File: src/rtl/reg_ram_scanner.sv
// Register-RAM shadow engine: sweeps a block of host register RAM into a staging set and
// commits the whole set to regs_q in one cycle; status slots are written back into the RAM.
module reg_ram_scanner #(
    parameter int                    NUM_REGS  = 10,
    parameter int                    ADDR_W    = 8,
    parameter int                    BASE_ADDR = 0,
    parameter logic [NUM_REGS-1:0]   RO_MASK   = '0,
    parameter logic [NUM_REGS*32-1:0] INIT     = '0
) (
    input  logic                     c,
    input  logic                     rst_n,
    input  logic                     ram_gnt,
    output logic [ADDR_W-1:0]        reg_ram_addr,
    output logic                     reg_ram_wr,
    output logic [31:0]              reg_ram_d,
    input  logic [31:0]              reg_ram_q,
    input  logic [NUM_REGS*32-1:0]   status_d,
    output logic [31:0]              flags,
    output logic [NUM_REGS*32-1:0]   regs_q,
    output logic                     commit,
    output logic [NUM_REGS-1:0]      changed
);

    localparam int                IDX_W     = (NUM_REGS > 1) ? $clog2(NUM_REGS) : 1;
    localparam logic [IDX_W-1:0]  LAST_IDX  = IDX_W'(NUM_REGS - 1);
    localparam logic [ADDR_W-1:0] FLAG_ADDR = ADDR_W'(BASE_ADDR);
    localparam logic [ADDR_W-1:0] REG0_ADDR = ADDR_W'(BASE_ADDR + 1);

    generate
        if (NUM_REGS < 1 || longint'(BASE_ADDR + NUM_REGS) >= (longint'(1) << ADDR_W)) begin : g_bad_range
            $error("reg_ram_scanner: register block does not fit in the RAM address space");
        end
    endgenerate

    typedef enum logic [2:0] {
        S_FLAG,
        S_CHK,
        S_SCAN,
        S_DRAIN,
        S_COMMIT
    } state_e;

    state_e                  state_q;
    logic [IDX_W-1:0]        idx_q;
    logic                    issued_v_q;
    logic [IDX_W-1:0]        issued_idx_q;
    logic                    issued_ro_q;
    logic [31:0]             issued_wdat_q;
    logic [NUM_REGS*32-1:0]  staging_q;
    logic                    scan_ro;

    // Address/write strobes decode only registered state, so they stay put while the grant is low.
    always_comb begin
        // NOTE: every output gets a default first so no path through the case infers a latch.
        scan_ro      = RO_MASK[idx_q];
        reg_ram_addr = FLAG_ADDR;
        reg_ram_wr   = 1'b0;
        reg_ram_d    = '0;
        case (state_q)
            S_SCAN: begin
                reg_ram_addr = REG0_ADDR + ADDR_W'(idx_q);
                reg_ram_wr   = scan_ro;
                reg_ram_d    = scan_ro ? status_d[idx_q*32 +: 32] : 32'd0;
            end
            S_DRAIN, S_COMMIT: reg_ram_addr = REG0_ADDR + ADDR_W'(idx_q);
            default: reg_ram_addr = FLAG_ADDR;
        endcase
    end

    always_ff @(posedge c or negedge rst_n) begin
        if (!rst_n) begin
            // NOTE: staging is a register bank, not a RAM, so it takes the INIT value on reset like regs_q.
            state_q       <= S_FLAG;
            idx_q         <= '0;
            issued_v_q    <= 1'b0;
            issued_idx_q  <= '0;
            issued_ro_q   <= 1'b0;
            issued_wdat_q <= '0;
            staging_q     <= INIT;
            flags         <= '0;
            regs_q        <= INIT;
            changed       <= '0;
            commit        <= 1'b0;
        end else begin
            // NOTE: all state uses non-blocking assignment so every read below sees pre-edge values.
            commit     <= 1'b0;
            issued_v_q <= 1'b0;

            // Status slots take the value we wrote, never the RAM's read-during-write result.
            if (issued_v_q) begin
                staging_q[issued_idx_q*32 +: 32] <= issued_ro_q ? issued_wdat_q : reg_ram_q;
            end

            case (state_q)
                S_FLAG: begin
                    if (ram_gnt) state_q <= S_CHK;
                end
                S_CHK: begin
                    flags <= reg_ram_q;
                    if (reg_ram_q[0]) begin
                        idx_q   <= '0;
                        state_q <= S_SCAN;
                    end else begin
                        state_q <= S_FLAG;
                    end
                end
                S_SCAN: begin
                    if (ram_gnt) begin
                        issued_v_q    <= 1'b1;
                        issued_idx_q  <= idx_q;
                        issued_ro_q   <= scan_ro;
                        issued_wdat_q <= reg_ram_d;
                        if (idx_q == LAST_IDX) state_q <= S_DRAIN;
                        else                   idx_q   <= idx_q + 1'b1;
                    end
                end
                S_DRAIN: state_q <= S_COMMIT;
                S_COMMIT: begin
                    regs_q <= staging_q;
                    for (int i = 0; i < NUM_REGS; i++) begin
                        changed[i] <= (staging_q[i*32 +: 32] != regs_q[i*32 +: 32]);
                    end
                    commit  <= 1'b1;
                    state_q <= S_FLAG;
                end
                default: state_q <= S_FLAG;
            endcase
        end
    end

endmodule

File: config.mk
export PLATFORM = sky130hd
export DESIGN_NAME = reg_ram_scanner
export DESIGN_NICKNAME = d
export VERILOG_FILES = /design/src/rtl/reg_ram_scanner.sv
export SDC_FILE = /design/constraint.sdc
export NUM_CORES = 1
export LEC_CHECK = 0
export ABC_AREA = 1
export BUFFER_PORTS_ARGS = -buffer_cell sky130_fd_sc_hd__buf_4
export CELL_PAD_IN_SITES_DETAIL_PLACEMENT = 0
export CELL_PAD_IN_SITES_GLOBAL_PLACEMENT = 1
export CORE_ASPECT_RATIO = 0.9
export CORE_MARGIN = 3
export CORE_UTILIZATION = 39
export CTS_BUF_LIST = sky130_fd_sc_hd__clkbuf_8 sky130_fd_sc_hd__clkbuf_16
export DETAILED_ROUTE_END_ITERATION = 10
export GPL_TIMING_DRIVEN = 0
export PLACE_DENSITY_LB_ADDON = 0.05
export SLEW_MARGIN = 20
export SYNTH_ARGS = -nofsm -noshare
export SYNTH_HDL_FRONTEND = slang
export SYNTH_SLANG_ARGS = --single-unit
File: constraint.sdc
create_clock -name c -period 2.8 [get_ports c]
set_clock_uncertainty 0.05 [all_clocks]
set_input_delay 0.14 -clock c [delete_from_list [all_inputs] [get_ports c]]
set_output_delay 0.14 -clock c [all_outputs]
set_load 0.005 [all_outputs]
==> results.txt <==
----------------------------------------------------
[Status]
  Outcome ... finished, final reports clean

[Route]
  Sum of met2 wire segment lengths after detailed routing ... roughly 59000 microns
  WL met3 ... a little under 9000 microns
  Overall via count from detail_route ... around 30000
  Drt first pass iters ... 6
  Post-detailed-route count of antenna-violating nets ... 0
  Remaining design rule violation count ... 0
  Uppermost signal routing layer after detailed routing ... met4
  Via density ... between 4 and 5
  Number of violations reported at the end of detailed-routing iteration 0 ... around 2800
  Wire length per cell ... 21.5 microns
  Wire length reported by the detailed router ... around 130000 microns
  Met1 layer wirelength in the final routing ... between 50000 and 60000 microns

[Clock network]
  CTS sink count ... 695
  Number of H-tree branching levels ... 3
  Skew-Pair Late Insertion Delay ... 620 ps
  Number of clock buffers inserted by TritonCTS ... 80
  CTS Buffer Depth ... 3
  CTS tree ... built
  Clk root buf ... sky130_fd_sc_hd__clkbuf_16
  Reg clk slew, reported paths ... about 60 ps

[Floorplan]
  I/O Pins ... 759
  Area of the die ... a little under 0.09 sq mm
  Core Footprint ... roughly 0.083 sq mm
  Core Rows ... 100
  Die span in x ... roughly 310 microns
  Vert. Die Dim ... about 280 microns
  Initial Util ... 39.7%

[Yosys]
  Count of mapped cells out of synthesis ... ~4400
  Post-synthesis register bit count ... around 700
  Number of synthesis warnings ... 0
  Largest area contributor in the synthesized netlist ... sky130_fd_sc_hd__dfrtp_1
  Top cell type's share of synthesized area ... approximately 53%
  Most area-consuming cells after synthesis ... sky130_fd_sc_hd__dfrtp_1 53%, sky130_fd_sc_hd__nand2_1 21%, sky130_fd_sc_hd__o21ai_0 7.2%, sky130_fd_sc_hd__inv_1 4.8%, sky130_fd_sc_hd__nor2_1 4.3%
  Count of different cell masters after synthesis ... 28
  Register area share after synthesis ... a little over half
  Post-synthesis instance area ... about 0.033 sq mm
  Mean instance size in the synthesized netlist ... roughly 7.5 sq um

[STA]
  Slew at the pin closest to its max-slew limit ... around 900 ps
  Total Negative Setup Slacks ... 0 ps
  Setup repair after global routing missed its margin ... true
  Period minus WS final ... 2700 ps
  Period utilization ... between 90% and 100%
  Fmax ... between 300 and 400 MHz
  Number of setup violations in the final report ... 0
  Tightest hold margin ... around 74 ps
  PnR worst setup slack ... a little under 100 ps
  Relative max-transition margin ... roughly two fifths
  Final number of hold-violating endpoints ... 0
  Number of pins exceeding their max-slew limit in the final report ... 0

[Cells and area]
  Area added between synthesis and finish ... 24.2%
  Most frequent standard cell in the layout excluding fill and tap cells ... sky130_fd_sc_hd__nand2_1
  Final layout net count ... around 5300
  Top library cells by usage in the layout, fill and taps aside ... 1832 x sky130_fd_sc_hd__nand2_1, 695 x sky130_fd_sc_hd__dfrtp_1, 479 x sky130_fd_sc_hd__o21ai_0, 452 x sky130_fd_sc_hd__buf_4, 437 x sky130_fd_sc_hd__inv_1
  Seq. cell area ... 0.0174 sq mm
  Fin area ... approximately 0.041 sq mm
  Fill cell count ... 8475
  Footprint of the multi-input gates ... 0.0132 sq mm
  Fraction of final layout cells with drive strength greater than 1 ... ~14%

[Global route]
  Via count of the first global-routing pass ... around 28000
  Global-route usage over all layers ... 29.4%
  Maximum number of pins on one net before global-route repair ... slightly below 90
  Wire length of the first global-routing pass ... roughly 190000 microns
  Gr ovfl total ... 0
  Number of antenna violations at the first check in global routing ... 4

[Hold path]
  Hold Path Class ... in2async

[Power and ir drop]
  Peak supply drop ... 462 uV
  Power density of the placed cells ... 1100 mW/mm^2
  Leakage power ... around 21 nW

[Worst setup path]
  Cell breakdown of the critical path ... inv_2 > nand3_2 > inv_1 > ha_1 > buf_4 > clkinvlp_4 > nor2_2 > inv_2 > clkbuf_1 > nor2_1 > nand2_1 > o21ai_0
  Arrival time worst endpoint ... approximately 3200 ps
  Required time of the worst setup path ... approximately 3300 ps
  Kind of capture point of the worst setup path ... flop
  Category of the critical setup timing path ... reg2reg
  Max Fanout on Critical Path ... 10
  Library cell contributing the largest single delay on the critical path ... sky130_fd_sc_hd__dfrtp_1
  Setup crit start kind ... flop
  CP peak stage delay ... ~400 ps
  Worst path most repeated cell ... sky130_fd_sc_hd__inv_2

[Job]
  Max-cap violations ... 0

[Placed design]
  Area post-placement ... between 0.03 and 0.04 sq mm
  Routability cong. ... just over 0.9
  Worst slack after detailed placement ... -658 ps
  Port Buf Inserts ... roughly 400
  Final HPWL from detailed placement ... a little over 100000 microns

----------------------------------------------------
## metal layers
layer | vias to the layer above | global-route usage, %
li1 | 14531 | -
met5 | - | 0
met4 | 0 | 10.0
met2 | 988 | 45.9
met1 | 14413 | 41.4
met3 | 224 | 5.50
## path summary, 6_finish.rpt
path / start / endpoint / slack, ps / cells after the start
max: issued_idx_q[0] / staging_q[263] / 100 / 12
min: rst_n / regs_q[306] / 70 / 3
max reg2reg: issued_idx_q[0] / staging_q[263] / 100 / 12
min reg2reg: flags[0] / flags[0] / 430 / 2
max in group asynchronous: rst_n / staging_q[139] / 1360 / 5
min in group c: ram_gnt / state_q[0] / 310 / 4
## cell families after synthesis
family	synth area share, %
buf+inv	8.11
fa+ha+maj	0.151
simple gates	28.2
other cells	0.0113
flops	52.6
compound gates	7.48
xor+xnor	3.47
## report_power, final
part	internal, W	total [W]	switching (W)
combinational	0.00710	0.0169	0.00976
clock	0.00620	0.0106	0.00444
sequential	0.0136	0.0176	0.00400
total	0.0269	0.0451	0.0182
## stage by stage
stage          utilization [%]  power, W  instances
2_1_floorplan                -    0.0252       4431
3_3_place_gp              45.2    0.0343       5955
3_5_place_dp              45.5    0.0345       5964
4_1_cts                   49.2    0.0453       6146
5_1_grt                   49.3    0.0482       6150
6_report                  49.3    0.0451       6154
## flip-flops by register name, indices dropped and copies added (netlist names)
register / count
state_q: 3
issued_idx_q: 4
flags: 32
commit: 1
changed: 10
issued_v_q: 1
regs_q: 320
idx_q: 4
staging_q: 320
## Yosys cell counts
cell type,number
sky130_fd_sc_hd__inv_1,420
sky130_fd_sc_hd__inv_2,10
sky130_fd_sc_hd__ha_1,4
sky130_fd_sc_hd__o21ai_1,12
sky130_fd_sc_hd__nor2_1,381
sky130_fd_sc_hd__buf_2,32
sky130_fd_sc_hd__nor3_2,2
sky130_fd_sc_hd__o31ai_1,1
sky130_fd_sc_hd__nand3_1,158
sky130_fd_sc_hd__nand2_4,1
sky130_fd_sc_hd__xor2_1,52
sky130_fd_sc_hd__clkinv_1,2
sky130_fd_sc_hd__nand2_2,2
sky130_fd_sc_hd__dfrtp_1,695
sky130_fd_sc_hd__nand4_1,2
sky130_fd_sc_hd__o21ai_0,479
sky130_fd_sc_hd__a2111oi_0,1
sky130_fd_sc_hd__nand3b_1,1
sky130_fd_sc_hd__nor3_4,1
sky130_fd_sc_hd__buf_1,21
sky130_fd_sc_hd__nor2_2,2
sky130_fd_sc_hd__nand3_2,1
sky130_fd_sc_hd__xnor2_1,79
sky130_fd_sc_hd__conb_1,1
sky130_fd_sc_hd__buf_4,41
sky130_fd_sc_hd__clkbuf_1,137
sky130_fd_sc_hd__nor3_1,23
sky130_fd_sc_hd__nand2_1,1835
## critical path, delay by kind of cell (launching register included)
kind | cells | cell delay, ps
simple gates | 4 | 730
flops | 1 | 400
buf+inv | 6 | 1050
compound gates | 1 | 100
fa+ha+maj | 1 | 290
## layout make-up
type                       count  share of cell area, %
clock inverter                38                  0.636
tap                         1122                   3.42
antenna                        5                 0.0304
clock buffer                 106                   5.77
inverter                     432                   3.96
timing repair buffer         453                   8.97
multi-input combinational   3073                   32.1
sequential                   695                   42.3
buffer                       230                   2.76
## what timing repair did
action	4_1_cts	5_1_grt
pin swaps	2	2
hold buffers	35	0
gates resized for setup	31	64
endpoints found under the hold margin	431	0
setup buffers	3	4
endpoints found under the setup margin	284	308
cloned	0	0
No activity file was read; power rests on OpenSTA's default activity.
